### src/rtl/pipe_pkg.sv
// pipe_pkg: shared encodings and the decoded control bundle for the RV32I
// pipeline registers.
//   - result_src / alu_op encodings as driven by the control unit
//   - major opcode constants
//   - ctrl_t: control bundle carried from decode to execute; CTRL_NOP is the
//     all-zero bubble (no register write, no store, no jump, no branch)
package pipe_pkg;

    localparam logic [1:0] RES_ALU     = 2'b00;
    localparam logic [1:0] RES_MEM     = 2'b01;
    localparam logic [1:0] RES_PC4     = 2'b10;

    localparam logic [1:0] ALUOP_ADD   = 2'b00;
    localparam logic [1:0] ALUOP_SUB   = 2'b01;
    localparam logic [1:0] ALUOP_FUNCT = 2'b10;

    localparam logic [6:0] OP_LOAD   = 7'b0000011;
    localparam logic [6:0] OP_STORE  = 7'b0100011;
    localparam logic [6:0] OP_RTYPE  = 7'b0110011;
    localparam logic [6:0] OP_ITYPE  = 7'b0010011;
    localparam logic [6:0] OP_BRANCH = 7'b1100011;
    localparam logic [6:0] OP_JAL    = 7'b1101111;
    localparam logic [6:0] OP_JALR   = 7'b1100111;
    localparam logic [6:0] OP_LUI    = 7'b0110111;
    localparam logic [6:0] OP_AUIPC  = 7'b0010111;

    // Fields are plain logic (not enums) so unknown control values from the
    // decoder pass through untouched.
    typedef struct packed {
        logic [1:0] result_src;
        logic       mem_write;
        logic       reg_write;
        logic       jmp;
        logic       branch;
        logic [1:0] alu_op;
        logic       alu_src;
    } ctrl_t;

    localparam ctrl_t CTRL_NOP = '0;

endpackage

### src/rtl/pipe_field_reg.sv
// pipe_field_reg: generic pipeline field register.
//   i_clk  clock (rising edge)
//   i_rst  asynchronous active-high reset, clears to 0
//   i_clr  synchronous clear (bubble load), wins over i_en
//   i_en   load enable; 0 holds the current value
//   i_d    next value, o_q registered value
module pipe_field_reg #(
    parameter int W = 8
) (
    input  logic         i_clk,
    input  logic         i_rst,
    input  logic         i_clr,
    input  logic         i_en,
    input  logic [W-1:0] i_d,
    output logic [W-1:0] o_q
);

    logic [W-1:0] val_q;
    logic [W-1:0] val_d;

    always_comb begin
        val_d = val_q;
        if (i_clr)
            val_d = '0;
        else if (i_en)
            val_d = i_d;
    end

    always_ff @(posedge i_clk or posedge i_rst) begin
        if (i_rst)
            val_q <= '0;
        else
            val_q <= val_d;
    end

    assign o_q = val_q;

endmodule

### src/rtl/id_ex_pipe_reg.sv
// id_ex_pipe_reg: ID/EX pipeline register of the 5-stage RV32I pipeline.
//   i_clk, i_rst        clock, asynchronous active-high reset (all outputs 0)
//   i_en, i_flush       load / hold, bubble insertion (flush wins over en)
//   i_*_d               decoded control, funct bits, operands, PC values and
//                       register addresses from the decode stage
//   o_*_e               registered copies for the execute stage
//   o_valid_e           execute-stage instruction is real
//   o_bubble_cnt        real instructions squashed by flush since reset
module id_ex_pipe_reg
    import pipe_pkg::*;
#(
    parameter int XLEN  = 32,
    parameter int RA_W  = 5,
    parameter int CNT_W = 16
) (
    input  logic             i_clk,
    input  logic             i_rst,
    input  logic             i_en,
    input  logic             i_flush,
    input  logic             i_valid_d,
    input  logic [1:0]       i_result_src_d,
    input  logic             i_mem_write_d,
    input  logic             i_reg_write_d,
    input  logic             i_jmp_d,
    input  logic             i_branch_d,
    input  logic [1:0]       i_alu_op_d,
    input  logic             i_alu_src_d,
    input  logic [2:0]       i_funct3_d,
    input  logic             i_funct7b5_d,
    input  logic [XLEN-1:0]  i_rd1_d,
    input  logic [XLEN-1:0]  i_rd2_d,
    input  logic [XLEN-1:0]  i_pc_d,
    input  logic [XLEN-1:0]  i_pc_plus4_d,
    input  logic [XLEN-1:0]  i_imm_ext_d,
    input  logic [RA_W-1:0]  i_rs1_d,
    input  logic [RA_W-1:0]  i_rs2_d,
    input  logic [RA_W-1:0]  i_rd_d,
    output logic             o_valid_e,
    output logic [1:0]       o_result_src_e,
    output logic             o_mem_write_e,
    output logic             o_reg_write_e,
    output logic             o_jmp_e,
    output logic             o_branch_e,
    output logic [1:0]       o_alu_op_e,
    output logic             o_alu_src_e,
    output logic [2:0]       o_funct3_e,
    output logic             o_funct7b5_e,
    output logic [XLEN-1:0]  o_rd1_e,
    output logic [XLEN-1:0]  o_rd2_e,
    output logic [XLEN-1:0]  o_pc_e,
    output logic [XLEN-1:0]  o_pc_plus4_e,
    output logic [XLEN-1:0]  o_imm_ext_e,
    output logic [RA_W-1:0]  o_rs1_e,
    output logic [RA_W-1:0]  o_rs2_e,
    output logic [RA_W-1:0]  o_rd_e,
    output logic [CNT_W-1:0] o_bubble_cnt
);

    localparam int DATA_W = 4 + 5 * XLEN;
    localparam int ADDR_W = 3 * RA_W;

    // ---------------- control bundle ----------------
    ctrl_t ctrl_in;
    ctrl_t ctrl_q;

    always_comb begin
        ctrl_in            = CTRL_NOP;
        ctrl_in.result_src = i_result_src_d;
        ctrl_in.mem_write  = i_mem_write_d;
        ctrl_in.reg_write  = i_reg_write_d;
        ctrl_in.jmp        = i_jmp_d;
        ctrl_in.branch     = i_branch_d;
        ctrl_in.alu_op     = i_alu_op_d;
        ctrl_in.alu_src    = i_alu_src_d;
    end

    pipe_field_reg #(.W($bits(ctrl_t))) u_ctrl_reg (
        .i_clk (i_clk),
        .i_rst (i_rst),
        .i_clr (i_flush),
        .i_en  (i_en),
        .i_d   (ctrl_in),
        .o_q   (ctrl_q)
    );

    assign o_result_src_e = ctrl_q.result_src;
    assign o_mem_write_e  = ctrl_q.mem_write;
    assign o_reg_write_e  = ctrl_q.reg_write;
    assign o_jmp_e        = ctrl_q.jmp;
    assign o_branch_e     = ctrl_q.branch;
    assign o_alu_op_e     = ctrl_q.alu_op;
    assign o_alu_src_e    = ctrl_q.alu_src;

    // ---------------- datapath fields ----------------
    // Cleared on flush too, so a bubble never carries stale operands.
    logic [DATA_W-1:0] data_in;
    logic [DATA_W-1:0] data_q;

    assign data_in = {i_funct3_d, i_funct7b5_d, i_rd1_d, i_rd2_d,
                      i_pc_d, i_pc_plus4_d, i_imm_ext_d};

    pipe_field_reg #(.W(DATA_W)) u_data_reg (
        .i_clk (i_clk),
        .i_rst (i_rst),
        .i_clr (i_flush),
        .i_en  (i_en),
        .i_d   (data_in),
        .o_q   (data_q)
    );

    assign {o_funct3_e, o_funct7b5_e, o_rd1_e, o_rd2_e,
            o_pc_e, o_pc_plus4_e, o_imm_ext_e} = data_q;

    // ---------------- register addresses ----------------
    // Zeroed on flush so hazard/forwarding compares cannot hit on a bubble.
    logic [ADDR_W-1:0] addr_in;
    logic [ADDR_W-1:0] addr_q;

    assign addr_in = {i_rs1_d, i_rs2_d, i_rd_d};

    pipe_field_reg #(.W(ADDR_W)) u_addr_reg (
        .i_clk (i_clk),
        .i_rst (i_rst),
        .i_clr (i_flush),
        .i_en  (i_en),
        .i_d   (addr_in),
        .o_q   (addr_q)
    );

    assign {o_rs1_e, o_rs2_e, o_rd_e} = addr_q;

    // ---------------- valid bit and bubble counter ----------------
    logic             valid_q;
    logic             valid_d;
    logic [CNT_W-1:0] cnt_q;
    logic [CNT_W-1:0] cnt_d;
    logic             squash;

    // A flush only counts when it kills a real instruction: the one that
    // would have been loaded (en=1) or the one being held (en=0).
    assign squash = i_flush & (i_en ? i_valid_d : valid_q);

    always_comb begin
        valid_d = valid_q;
        cnt_d   = cnt_q;
        if (i_flush)
            valid_d = 1'b0;
        else if (i_en)
            valid_d = i_valid_d;
        if (squash)
            cnt_d = cnt_q + 1'b1;   // wraps naturally at 2^CNT_W
    end

    always_ff @(posedge i_clk or posedge i_rst) begin
        if (i_rst) begin
            valid_q <= 1'b0;
            cnt_q   <= '0;
        end else begin
            valid_q <= valid_d;
            cnt_q   <= cnt_d;
        end
    end

    assign o_valid_e    = valid_q;
    assign o_bubble_cnt = cnt_q;

endmodule

### config.mk
export PLATFORM = sky130hd
export DESIGN_NAME = id_ex_pipe_reg
export DESIGN_NICKNAME = d
export VERILOG_FILES = /design/src/rtl/pipe_pkg.sv /design/src/rtl/pipe_field_reg.sv /design/src/rtl/id_ex_pipe_reg.sv
export SDC_FILE = /design/constraint.sdc
export NUM_CORES = 1
export LEC_CHECK = 0
export ABC_AREA = 1
export CAP_MARGIN = 20
export CORE_MARGIN = 2
export CORE_UTILIZATION = 35
export CTS_BUF_LIST = sky130_fd_sc_hd__clkbuf_4 sky130_fd_sc_hd__clkbuf_8 sky130_fd_sc_hd__clkbuf_16
export DETAILED_ROUTE_END_ITERATION = 10
export GPL_TIMING_DRIVEN = 0
export PLACE_DENSITY = 0.7
export SYNTH_ARGS = -nofsm -noshare
export SYNTH_HDL_FRONTEND = slang
export SYNTH_SLANG_ARGS = --single-unit
### constraint.sdc
create_clock -name i_clk -period 9.11 [get_ports i_clk]
set_input_delay 1.822 -clock i_clk [delete_from_list [all_inputs] [get_ports i_clk]]
set_output_delay 1.822 -clock i_clk [all_outputs]
set_load 0.05 [all_outputs]
==> run_results.csv <==
group,metric,value,unit
status,status,"completed",
finish,drive_above_1_share,0.0679,
synth,yosys.area_share.simple,0.282,
worst_setup_path,end_kind,"output port",
synth,synth_top_family_by_area,"simple AND/OR/NAND/NOR gates",
worst_setup_path,critical_path_arrival,1.80,ns
global_routing,grt_first_pass_wirelength,47500,um
worst_setup_path,cp_slowest_stage_delay,0.85,ns
worst_setup_path,cpMaxStageDelayCell,"clkdlybuf4s50_1",
worst_setup_path,crit_type,"flip-flop to output port",
routing,ant_nets,0,
routing,dr_total_vias,8353,
flow_run,maxCapViolCount,0,
cts,clk_pin_slew,0.06,ns
place,io_buffer_count,395,
global_routing,grt_start_max_net_pins,121,
global_routing,gr-total-overflow,0,
timing,finClkSkew,0.0132,ns
cts,clk_latency,0.51,ns
worst_setup_path,crit_required,7.29,ns
worst_setup_path,crit_chain,"clkdlybuf4s50_1",
synth,avgSynthCellArea,8.90,sq um
power,power_frac_comb,0.237,
finish,seqCellArea,0.00513,sq mm
synth,synth-xor-area-share,0.00622,
power,p_sw_frac,0.314,
power,power_leakage,0.00627,uW
place,hpwl,22100,um
finish,fillers,2080,
timing,setup_viol,0,
timing,holdWs,0.498,ns
power,peakVddDrop,138,uV
power,power_frac_clock,0.371,
timing,fin_crit,3.62,ns
cts,clock_path_buffers,3,
timing,relSlewSlack,0.575,
synth,synth-adder-area-share,0.00148,
synth,synthesis.instances,949,
routing,drc_errors,0,
timing,slew_violations,0,
worst_setup_path,critPathMaxFanout,6,
synth,synthDistinctLibCells,18,
global_routing,antenna_found_initial,0,
finish,mostFrequentLayoutCell,"clkdlybuf4s50_1",
place,gp_congestion,0.838,
synth,synth_mux_area_frac,0,
die,ioPinCount,398,
cts,clock_sinks,205,
finish,final_nets,1564,
synth,synth-compound-area-share,0.0551,
cts,cts_tree,"built",
synth,yosys_warnings,0,
die,rows,56,
finish,diodes,0,
die,fp.dieH,159,um
timing,hold_viol_final,0,
synth,netlist_area,0.00845,sq mm
cts,cts_resized,0,
die,start_util,0.358,
power,pwr-share-seq,0.392,
timing,worst_slew_pin_slew,0.638,ns
cts,clockRootBuffer,"clkbuf_16",
die,coreArea,0.0236,sq mm
routing,wl,30500,um
power,switchingPower,814,uW
routing,dr.pass1.iters,5,
worst_setup_path,cp-start-kind,"flip-flop",
timing,final_min_period_over_clock_period,0.397,
finish,area_growth,61.3,%
routing,drtIter0Drc,515,
cts,post-cts-setup-buffer-count,0,
place,placed_cell_area,0.0128,sq mm
cts,h-tree-depth,1,
finish,multi_input_area,0.00291,sq mm
die,die_w,159,um
global_routing,grt.total_usage,0.235,
power,internal-power,1780,uW
cts,hold_buffers,0,
synth,synth.net_count,1143,
synth,synth_seq_area_share,0.607,
power,powerDensity,191,mW/mm^2
worst_setup_path,critPathTopFamily,"buffers and inverters",
worst_hold_path,hold_class,"flip-flop to flip-flop",
synth,yosys_register_bits,205,
timing,rsz0062_at_grt,"false",
die,dieArea,0.0254,sq mm
cts,numCtsBuffers,23,
worst_setup_path,path_buf_inv,1,
routing,wl_per_cell,17.9,um
routing,drt-vias-per-instance,4.90,
finish,final_cell_mix,"clkdlybuf4s50_1, nand2_1, dfrtp_1, nand3_1, a21oi_1",
global_routing,grt_pass1_vias,8360,
finish,fin_area,0.0136,sq mm
timing,fmaxAchievable,276,MHz
-- final cells by class --
class,count,area share
buffer,72,0.0247
clock inverter,6,0.00615
tap,319,0.0293
multi-input combinational,654,0.214
clock buffer,34,0.0515
sequential,205,0.377
timing repair buffer,396,0.292
inverter,18,0.00551
-- power groups by stage --
| stage | Sequential (uW) | Clock [uW] | Combinational (uW) |
|---|---|---|---|
| 3_5_place_dp | 1030 | 0 | 616 |
| 5_1_grt | 1030 | 1030 | 651 |
| 6_report | 1020 | 965 | 615 |
| 3_3_place_gp | 1030 | 0 | 611 |
| 4_1_cts | 1020 | 983 | 620 |
| 2_1_floorplan | 1250 | 0 | 132 |
-- per-stage QoR --
| step | worst slack [ns] | setup TNS, ns | instances | power [uW] | utilization |
|---|---|---|---|---|---|
| after floorplan | 1.69 | 0 | 949 | 1380 | - |
| after global placement | -1.27 | -255.95 | 1663 | 1640 | 0.542 |
| after detailed placement | 5.71 | 0 | 1664 | 1650 | 0.544 |
| after CTS | 5.46 | 0 | 1704 | 2620 | 0.577 |
| after global routing | 5.42 | 0 | 1704 | 2700 | 0.577 |
| final | 5.49 | 0 | 1704 | 2600 | 0.577 |
-- routing by layer --
layer	part of all wire	global-route usage	vias to the layer above
met5	0	0	-
li1	-	-	3947
met3	0.086	0.0682	72
met1	0.40	0.292	3980
met4	0.039	0.0880	0
met2	0.47	0.389	354
-- final timing paths --
path                                           startpoint                              end  slack [ns]  depth (start not counted)
setup / recovery              o_bubble_cnt[7]$_DFFE_PP0P_                  o_bubble_cnt[7]        5.49                          1
hold / removal             u_data_reg.o_q[66]$_DFFE_PP0P_   u_data_reg.o_q[66]$_DFFE_PP0P_        0.50                          2
setup reg to reg              o_bubble_cnt[1]$_DFFE_PP0P_     o_bubble_cnt[12]$_DFFE_PP0P_        7.75                          8
hold reg to reg            u_data_reg.o_q[66]$_DFFE_PP0P_   u_data_reg.o_q[66]$_DFFE_PP0P_        0.50                          2
max in group asynchronous                           i_rst   u_data_reg.o_q[85]$_DFFE_PP0P_        6.29                          3
min in group asynchronous                           i_rst  u_data_reg.o_q[126]$_DFFE_PP0P_        1.79                          2
-- synthesized netlist by cell type, drive strengths merged --
cell / number / area (sq um)
inv: 18 / 67.6
dfrtp: 205 / 5130
nand3b: 6 / 45.0
nand4: 1 / 6.26
xor2: 6 / 52.6
nand3: 196 / 993
nand2: 334 / 1260
a21oi: 93 / 465
ha: 1 / 12.5
buf: 45 / 235
clkbuf: 27 / 101
nor2: 17 / 81.3
-- flip-flops by register name (all words and copies together), names as in the netlist --
name / flops
u_data_reg.o_q: 164
o_bubble_cnt: 16
u_addr_reg.o_q: 15
u_ctrl_reg.o_q: 9
o_valid_e: 1
-- kinds of logic after synthesis --
group / Yosys count
simple gates: 554
flops: 205
compound gates: 93
buf+inv: 90
xor+xnor: 6
fa+ha+maj: 1
(Power assumes the default switching activity.)
